==> src/rtl/scpu_bus_ctrl_if.sv <==
// Z80 sub-CPU bus bundle: core pins, board decode inputs and interrupt/NMI sources.
// The controller takes the slave side; the CPU core and board decode take the master side.
interface scpu_bus_ctrl_if #(
    parameter int IRQ_N = 4
);
    logic             cen;
    logic [IRQ_N-1:0] irq_src;
    logic [IRQ_N-1:0] irq_mask;
    logic [IRQ_N-1:0] irq_pending;
    logic             nmi_src;
    logic             slow_sel;
    logic [7:0]       mem_din;
    logic             cpu_m1_n;
    logic             cpu_mreq_n;
    logic             cpu_iorq_n;
    logic             cpu_rd_n;
    logic             cpu_int_n;
    logic             cpu_nmi_n;
    logic             cpu_wait_n;
    logic [7:0]       cpu_di;

    // No valid/ready pairs here: the core strobes (m1/mreq/iorq/rd) are level signals
    // sampled every clk_sys, and interrupt acknowledge is the rising edge of m1 & iorq low.
    modport slave (
        input  irq_src, irq_mask, nmi_src, slow_sel, mem_din,
               cpu_m1_n, cpu_mreq_n, cpu_iorq_n, cpu_rd_n,
        output cen, irq_pending, cpu_int_n, cpu_nmi_n, cpu_wait_n, cpu_di
    );
    modport master (
        output irq_src, irq_mask, nmi_src, slow_sel, mem_din,
               cpu_m1_n, cpu_mreq_n, cpu_iorq_n, cpu_rd_n,
        input  cen, irq_pending, cpu_int_n, cpu_nmi_n, cpu_wait_n, cpu_di
    );
endinterface

==> src/rtl/scpu_bus_ctrl.sv <==
// Z80 bus glue: CPU clock enable, prioritised IRQ controller, NMI pulse, wait states, read latch.
// Define SCPU_IRQ_VECTOR_EN for IM2 vectored acknowledge data; otherwise ack returns 8'hFF (RST 38h).
module scpu_bus_ctrl #(
    parameter int         CEN_DIV  = 16,
    parameter int         IRQ_N    = 4,
    parameter logic [7:0] VEC_BASE = 8'h00,
    parameter int         NMI_LEN  = 4,
    parameter int         WAIT_CYC = 2
) (
    input  logic           clk_sys,
    input  logic           reset_n,
    scpu_bus_ctrl_if.slave bus,
    output logic           wait_dbg
);
    localparam int CW = (CEN_DIV > 1) ? $clog2(CEN_DIV) : 1;
    localparam int NW = $clog2(NMI_LEN + 1);
    localparam int WW = (WAIT_CYC > 0) ? $clog2(WAIT_CYC + 1) : 1;

    typedef enum logic {W_IDLE, W_HOLD} wait_state_e;

    logic [CW-1:0]    cen_cnt;
    logic             cen_q;
    logic [IRQ_N-1:0] irq_prev, pending_q, irq_rise, ack_clr;
    logic             ack, ack_prev, ack_rise, found, int_n_q;
    logic [7:0]       ack_data, di_q;
    logic             nmi_prev, nmi_rise, nmi_n_q;
    logic [NW-1:0]    nmi_cnt, nmi_cnt_nx;
    wait_state_e      w_state, w_state_nx;
    logic [WW-1:0]    w_cnt, w_cnt_nx;
    logic             as_n, as_prev, acc_start, wait_n_q;

    always_ff @(posedge clk_sys or negedge reset_n) begin
        if (!reset_n) begin
            cen_cnt <= '0;
            cen_q   <= 1'b0;
        end else if (cen_cnt == CW'(CEN_DIV - 1)) begin
            cen_cnt <= '0;
            cen_q   <= 1'b1;
        end else begin
            cen_cnt <= cen_cnt + 1'b1;
            cen_q   <= 1'b0;
        end
    end

    assign ack      = ~bus.cpu_m1_n & ~bus.cpu_iorq_n;
    assign ack_rise = ack & ~ack_prev;
    assign irq_rise = bus.irq_src & ~irq_prev;

    // Lowest pending index wins; only that bit is cleared, and only on the first ack clock.
    always_comb begin
        ack_clr = '0;
        found   = 1'b0;
        for (int i = 0; i < IRQ_N; i++) begin
            if (pending_q[i] && !found) begin
                found      = 1'b1;
                ack_clr[i] = ack_rise;
            end
        end
    end

    always_ff @(posedge clk_sys or negedge reset_n) begin
        if (!reset_n) begin
            irq_prev  <= '0;
            pending_q <= '0;
            ack_prev  <= 1'b0;
            int_n_q   <= 1'b1;
        end else begin
            irq_prev  <= bus.irq_src;
            ack_prev  <= ack;
            // OR-ing the new edge after the ack clear lets a same-clock request survive.
            pending_q <= ((pending_q & ~ack_clr) | irq_rise) & bus.irq_mask;
            int_n_q   <= ~|pending_q;
        end
    end

`ifdef SCPU_IRQ_VECTOR_EN
    logic [2:0] idx_now, idx_q, idx_sel;

    always_comb begin
        idx_now = 3'd0;
        for (int i = IRQ_N - 1; i >= 0; i--) begin
            if (pending_q[i]) idx_now = 3'(i);
        end
    end

    always_ff @(posedge clk_sys or negedge reset_n) begin
        if (!reset_n)      idx_q <= 3'd0;
        else if (ack_rise) idx_q <= idx_now;
    end

    assign idx_sel  = ack_rise ? idx_now : idx_q;
    assign ack_data = VEC_BASE | {4'b0000, idx_sel, 1'b0};
`else
    // All-ones whatever the base: the RST 38h opcode for IM0/IM1 cores.
    assign ack_data = 8'hFF | VEC_BASE;
`endif

    always_ff @(posedge clk_sys or negedge reset_n) begin
        if (!reset_n)           di_q <= 8'hFF;
        else if (ack)           di_q <= ack_data;
        else if (!bus.cpu_rd_n) di_q <= bus.mem_din;
    end

    assign nmi_rise = bus.nmi_src & ~nmi_prev;

    always_comb begin
        nmi_cnt_nx = nmi_cnt;
        if (nmi_rise)                      nmi_cnt_nx = NW'(NMI_LEN);
        else if (cen_q && nmi_cnt != '0)   nmi_cnt_nx = nmi_cnt - 1'b1;
    end

    always_ff @(posedge clk_sys or negedge reset_n) begin
        if (!reset_n) begin
            nmi_prev <= 1'b0;
            nmi_cnt  <= '0;
            nmi_n_q  <= 1'b1;
        end else begin
            nmi_prev <= bus.nmi_src;
            nmi_cnt  <= nmi_cnt_nx;
            nmi_n_q  <= (nmi_cnt_nx == '0);
        end
    end

    // Access start is the falling edge of "no strobe"; acknowledge cycles are excluded.
    assign as_n      = bus.cpu_mreq_n & bus.cpu_iorq_n;
    assign acc_start = as_prev & ~as_n & bus.slow_sel & ~ack & (WAIT_CYC > 0);

    always_comb begin
        w_state_nx = w_state;
        w_cnt_nx   = w_cnt;
        case (w_state)
            W_IDLE: begin
                if (acc_start) begin
                    w_state_nx = W_HOLD;
                    w_cnt_nx   = WW'(WAIT_CYC);
                end
            end
            W_HOLD: begin
                if (cen_q) begin
                    if (w_cnt <= WW'(1)) begin
                        w_state_nx = W_IDLE;
                        w_cnt_nx   = '0;
                    end else begin
                        w_cnt_nx = w_cnt - 1'b1;
                    end
                end
            end
            default: w_state_nx = W_IDLE;
        endcase
    end

    always_ff @(posedge clk_sys or negedge reset_n) begin
        if (!reset_n) begin
            w_state  <= W_IDLE;
            w_cnt    <= '0;
            as_prev  <= 1'b0;
            wait_n_q <= 1'b1;
        end else begin
            w_state  <= w_state_nx;
            w_cnt    <= w_cnt_nx;
            as_prev  <= as_n;
            wait_n_q <= (w_state_nx == W_IDLE);
        end
    end

    assign bus.cen         = cen_q;
    assign bus.irq_pending = pending_q;
    assign bus.cpu_int_n   = int_n_q;
    assign bus.cpu_nmi_n   = nmi_n_q;
    assign bus.cpu_wait_n  = wait_n_q;
    assign bus.cpu_di      = di_q;
    assign wait_dbg        = (w_state == W_HOLD);
endmodule

==> src/flat_wrapper.sv <==
// flat-port wrapper written by rule: the top's interface ports become plain ports
module scpu_bus_ctrl_flat 
#(
    parameter int         CEN_DIV  = 16,
    parameter int         IRQ_N    = 4,
    parameter logic [7:0] VEC_BASE = 8'h00,
    parameter int         NMI_LEN  = 4,
    parameter int         WAIT_CYC = 2
)
  (clk_sys, reset_n, wait_dbg, bus_irq_src, bus_irq_mask, bus_nmi_src, bus_slow_sel, bus_mem_din, bus_cpu_m1_n, bus_cpu_mreq_n, bus_cpu_iorq_n, bus_cpu_rd_n, bus_cen, bus_irq_pending, bus_cpu_int_n, bus_cpu_nmi_n, bus_cpu_wait_n, bus_cpu_di);
  scpu_bus_ctrl_if #(.IRQ_N(IRQ_N)) bus_i ();
  input  logic clk_sys;
  input  logic reset_n;
  output logic wait_dbg;
  input wire logic [$bits(bus_i.irq_src)-1:0] bus_irq_src;
  input wire logic [$bits(bus_i.irq_mask)-1:0] bus_irq_mask;
  input wire logic [$bits(bus_i.nmi_src)-1:0] bus_nmi_src;
  input wire logic [$bits(bus_i.slow_sel)-1:0] bus_slow_sel;
  input wire logic [$bits(bus_i.mem_din)-1:0] bus_mem_din;
  input wire logic [$bits(bus_i.cpu_m1_n)-1:0] bus_cpu_m1_n;
  input wire logic [$bits(bus_i.cpu_mreq_n)-1:0] bus_cpu_mreq_n;
  input wire logic [$bits(bus_i.cpu_iorq_n)-1:0] bus_cpu_iorq_n;
  input wire logic [$bits(bus_i.cpu_rd_n)-1:0] bus_cpu_rd_n;
  output wire logic [$bits(bus_i.cen)-1:0] bus_cen;
  output wire logic [$bits(bus_i.irq_pending)-1:0] bus_irq_pending;
  output wire logic [$bits(bus_i.cpu_int_n)-1:0] bus_cpu_int_n;
  output wire logic [$bits(bus_i.cpu_nmi_n)-1:0] bus_cpu_nmi_n;
  output wire logic [$bits(bus_i.cpu_wait_n)-1:0] bus_cpu_wait_n;
  output wire logic [$bits(bus_i.cpu_di)-1:0] bus_cpu_di;
  assign bus_i.irq_src = bus_irq_src;
  assign bus_i.irq_mask = bus_irq_mask;
  assign bus_i.nmi_src = bus_nmi_src;
  assign bus_i.slow_sel = bus_slow_sel;
  assign bus_i.mem_din = bus_mem_din;
  assign bus_i.cpu_m1_n = bus_cpu_m1_n;
  assign bus_i.cpu_mreq_n = bus_cpu_mreq_n;
  assign bus_i.cpu_iorq_n = bus_cpu_iorq_n;
  assign bus_i.cpu_rd_n = bus_cpu_rd_n;
  assign bus_cen = bus_i.cen;
  assign bus_irq_pending = bus_i.irq_pending;
  assign bus_cpu_int_n = bus_i.cpu_int_n;
  assign bus_cpu_nmi_n = bus_i.cpu_nmi_n;
  assign bus_cpu_wait_n = bus_i.cpu_wait_n;
  assign bus_cpu_di = bus_i.cpu_di;
  scpu_bus_ctrl #(.CEN_DIV(CEN_DIV), .IRQ_N(IRQ_N), .VEC_BASE(VEC_BASE), .NMI_LEN(NMI_LEN), .WAIT_CYC(WAIT_CYC)) u_core (.clk_sys(clk_sys), .reset_n(reset_n), .bus(bus_i), .wait_dbg(wait_dbg));
endmodule
==> config.mk <==
export PLATFORM = sky130hd
export DESIGN_NAME = scpu_bus_ctrl_flat
export DESIGN_NICKNAME = d
export VERILOG_FILES = /design/src/rtl/scpu_bus_ctrl_if.sv /design/src/rtl/scpu_bus_ctrl.sv /design/src/flat_wrapper.sv
export SDC_FILE = /design/constraint.sdc
export NUM_CORES = 1
export LEC_CHECK = 0
export CAP_MARGIN = 20
export CORE_ASPECT_RATIO = 1.75
export CORE_MARGIN = 3
export CORE_UTILIZATION = 35
export CTS_BUF_LIST = sky130_fd_sc_hd__clkbuf_4
export CTS_CLUSTER_DIAMETER = 60
export DETAILED_ROUTE_END_ITERATION = 8
export GPL_TIMING_DRIVEN = 0
export SYNTH_ARGS = -nofsm -noshare
export SYNTH_HDL_FRONTEND = slang
export SYNTH_SLANG_ARGS = --single-unit
==> constraint.sdc <==
create_clock -name clk_sys -period 2.1 [get_ports clk_sys]
set_input_delay 0.42 -clock clk_sys [delete_from_list [all_inputs] [get_ports clk_sys]]
set_output_delay 0.42 -clock clk_sys [all_outputs]
set_load 0.02 [all_outputs]
==> reports/results.tsv <==
stage	metric	value	unit
timing	unrepaired setup endpoints after global routing	false	
placed_design	placed cells	195	
logic_synthesis	ys flop type	dfrtp_1	
logic_synthesis	#FFs+latches synth	33	
finish	diode count	0	
worst_hold_path	Worst Hold Class	primary input to asynchronous set/reset pin	
worst_setup_path	crit-path max cell delay	0.65	ns
cts	CTS buffer count	5	
timing	Final period util	89.3	%
global_route	largest net degree at the start of global routing	34	
timing	final number of hold-violating endpoints	0	
logic_synthesis	Post-Syn Area per Cell	12.2	sq um
logic_synthesis	Syn Inst Count	110	
logic_synthesis	Synth Net Count	137	
logic_synthesis	Yosys top cell by area	dfrtp_1	
logic_synthesis	count of yosys warnings during synthesis	0	
logic_synthesis	asr flop ratio synth	100	%
logic_synthesis	number of synthesized flops with an enable pin	0	
worst_setup_path	critical path fanouts, max	6	
worst_setup_path	critical path, cell by cell	clkdlybuf4s50_1	
cts	CTS Hold Bufs	0	
worst_setup_path	Buf/Inv on CP	1	
cts	Clk pin slew, worst setup/hold paths	0.10	ns
timing	Slew Viols, Final	0	
cts	htree depth	2	
cts	Skew-Pair Late Insertion Delay	0.32	ns
placed_design	GPL Wtd Cong	0.610	
floorplan	die height	88.0	um
timing	Fmax	0.533	GHz
finish	NumNets Final	183	
run_status	status	finished, final reports clean	
pwr	Pwr per Cell Area	775	nW/um^2
global_route	vias in the first global route	1040	
worst_setup_path	WP data required	1.68	ns
worst_setup_path	slowest stage cell, crit path	clkdlybuf4s50_1	
pwr	leakage power	0.817	nW
logic_synthesis	post-synthesis sequential area ratio	62.4	%
worst_setup_path	WP data arrival	1.45	ns
worst_setup_path	CP Capture Type	output pin	
timing	final-report setup violation count	0	
cts	clock tree buffer depth	2	
timing	Final WS setup	0.225	ns
logic_synthesis	synthesized area	1350	sq um
route	wire per inst	12.8	um
finish	share of layout cells above drive strength 1	17.8	%
route	Pre-antenna DRT Iters	3	
logic_synthesis	post-synth top area share	40.9	%
logic_synthesis	synth top area cells	dfrtp_1 41%, dfstp_2 21%, mux2i_1 5.9%	
route	Routed WL	2.60	mm
global_route	All-Layer GR Usage	12.8	%
route	Vias/cell	4.80	
finish	post-layout util	50.4	%
cts	buffer count from post-CTS setup fixing	0	
floorplan	Rows	29	
floorplan	Initial Utilization	36.7	%
floorplan	Die ar.	4660	sq um
placed_design	Post-DP Area	1790	sq um
timing	relative slew slack	53.4	%
global_route	global route overflow	0	
route	drt drc	0	
route	Vias	974	
finish	Synth-to-Final Area Change	37.2	%
cts	clk root buf	clkbuf_4	
floorplan	Die X	52.9	um
finish	fillers	341	
finish	Layout Cells excl Fill	203	
finish	area occupied by multi-input gates	475	sq um
timing	Setup TNS	0	ns
placed_design	dpl ws	0.412	ns
global_route	first-pass GRT wire length	4.32	mm
logic_synthesis	post-synth cell types	34	
worst_setup_path	delay-heaviest family, CP	buffers and inverters	
worst_setup_path	reg-to-reg setup timing slack	0.48	ns
route	initial drt markers	5	
global_route	antenna violations before repair	0	
worst_setup_path	WS Path Type	flop to output pin	
floorplan	I/O pin count	41	
cts	Clock Sinks	33	
placed_design	DP Wirelength	1.99	mm
cts	CTS tree	yes	
cts	post_cts resized	0	
finish	Register Area	840	sq um
route	ANT nets after route	0	
timing	Final Hold Slack	0.130	ns
floorplan	Placeable Area	3660	sq um
timing	worst-margin pin slew	0.700	ns
placed_design	IO Port Bufs	39	
pwr	final total power	1.43	mW
job	Max Cap Viol	0	
timing	Clock Skew	0.0169	ns
worst_setup_path	CP Launch Type	flop	
pwr	Peak VDD IR	0.000547	V
timing	min cycle time layout	1.87	ns
finish	final instance area	1850	sq um
-- final timing paths --
| check | from | endpoint | cells past startpoint |
|---|---|---|---|
| worst max-delay path | u_core.bus.irq_pending[0]$_DFF_PN0_ | bus_irq_pending[0] | 1 |
| max in group asynchronous | reset_n | u_core.ack_prev$_DFF_PN0_ | 1 |
| worst max register to register | u_core.nmi_cnt[0]$_DFF_PN0_ | u_core.bus.cpu_nmi_n$_DFF_PN1_ | 6 |
| worst min register to register | u_core.bus.irq_pending[3]$_DFF_PN0_ | u_core.bus.cpu_int_n$_DFF_PN1_ | 1 |
| worst min-delay path | reset_n | u_core.nmi_cnt[2]$_DFF_PN0_ | 1 |
| min in group clk_sys | u_core.bus.irq_pending[3]$_DFF_PN0_ | u_core.bus.cpu_int_n$_DFF_PN1_ | 1 |
-- routing by layer --
| metal | global-route usage [%] | wire length [um] | vias up |
|---|---|---|---|
| li1 | - | - | 465 |
| met1 | 11.9 | 953 | 458 |
| met2 | 23.6 | 1340 | 46 |
| met3 | 4.43 | 257 | 5 |
| met4 | 6.74 | 56 | 0 |
| met5 | 0 | 0 | - |
-- report_power, final --
part	internal (mW)	leakage (nW)	total (mW)	switching, mW
combinational	0.162	0.392	0.304	0.142
sequential	0.727	0.389	0.776	0.0489
clock	0.156	0.0361	0.351	0.195
-- registers in the layout, indices dropped and copies added, names as in the netlist --
name,flops
u_core.wait_dbg,1
u_core.bus.cpu_int_n,1
u_core.nmi_prev,1
u_core.nmi_cnt,3
u_core.bus.cpu_wait_n,1
u_core.as_prev,1
u_core.irq_prev,4
u_core.bus.cpu_nmi_n,1
u_core.ack_prev,1
u_core.bus.irq_pending,4
u_core.cen_cnt,4
u_core.w_cnt,2
u_core.bus.cpu_di,8
u_core.bus.cen,1
-- cell families (layout without fill, tap and decap cells) --
| logic type | count (synthesis) | after routing | share of synthesized area (%) |
|---|---|---|---|
| AOI/OAI and AO/OA | 15 | 15 | 6.97 |
| xor gates and xnor gates | 2 | 2 | 1.30 |
| adders and majority gates | 3 | 3 | 2.79 |
| buffers and inverters | 8 | 55 | 2.32 |
| DFF | 33 | 33 | 62.4 |
| muxes | 9 | 9 | 6.78 |
| and+or+nand+nor | 40 | 40 | 17.5 |
-- Yosys cell counts (2+ instances only) --
master	n
dfrtp_1	22
nand2_1	12
dfstp_2	11
mux2i_1	8
nand2b_1	7
inv_1	5
nor2_1	4
nor2b_1	4
o21ai_0	4
a21oi_1	3
ha_1	3
nand3_1	3
nor4_2	2
o21ai_1	2
-- placed cells by master (no fill, tap or decap), types with 2 or more instances in the layout --
cell             instances
nor2_1                   4
o21ai_0                  4
clkdlybuf4s50_1         38
nor2b_1                  4
mux2i_1                  8
nor4_2                   2
o21ai_1                  2
inv_1                    5
dfstp_2                 11
dfrtp_1                 22
nand3_1                  3
a21oi_1                  3
clkbuf_4                 7
buf_2                    2
ha_1                     3
nand2_1                 12
nand2b_1                 7
-- final cells by class --
cell class | instances | share of cell area [%]
flip-flops and latches | 33 | 45.5
multi-input cells | 69 | 25.7
repair buffers | 39 | 20.9
well taps | 46 | 3.12
clock buffers | 7 | 2.85
inverters | 6 | 1.22
plain buffers | 2 | 0.474
clock inverters | 1 | 0.271
Power figures use the tool's default switching activity.
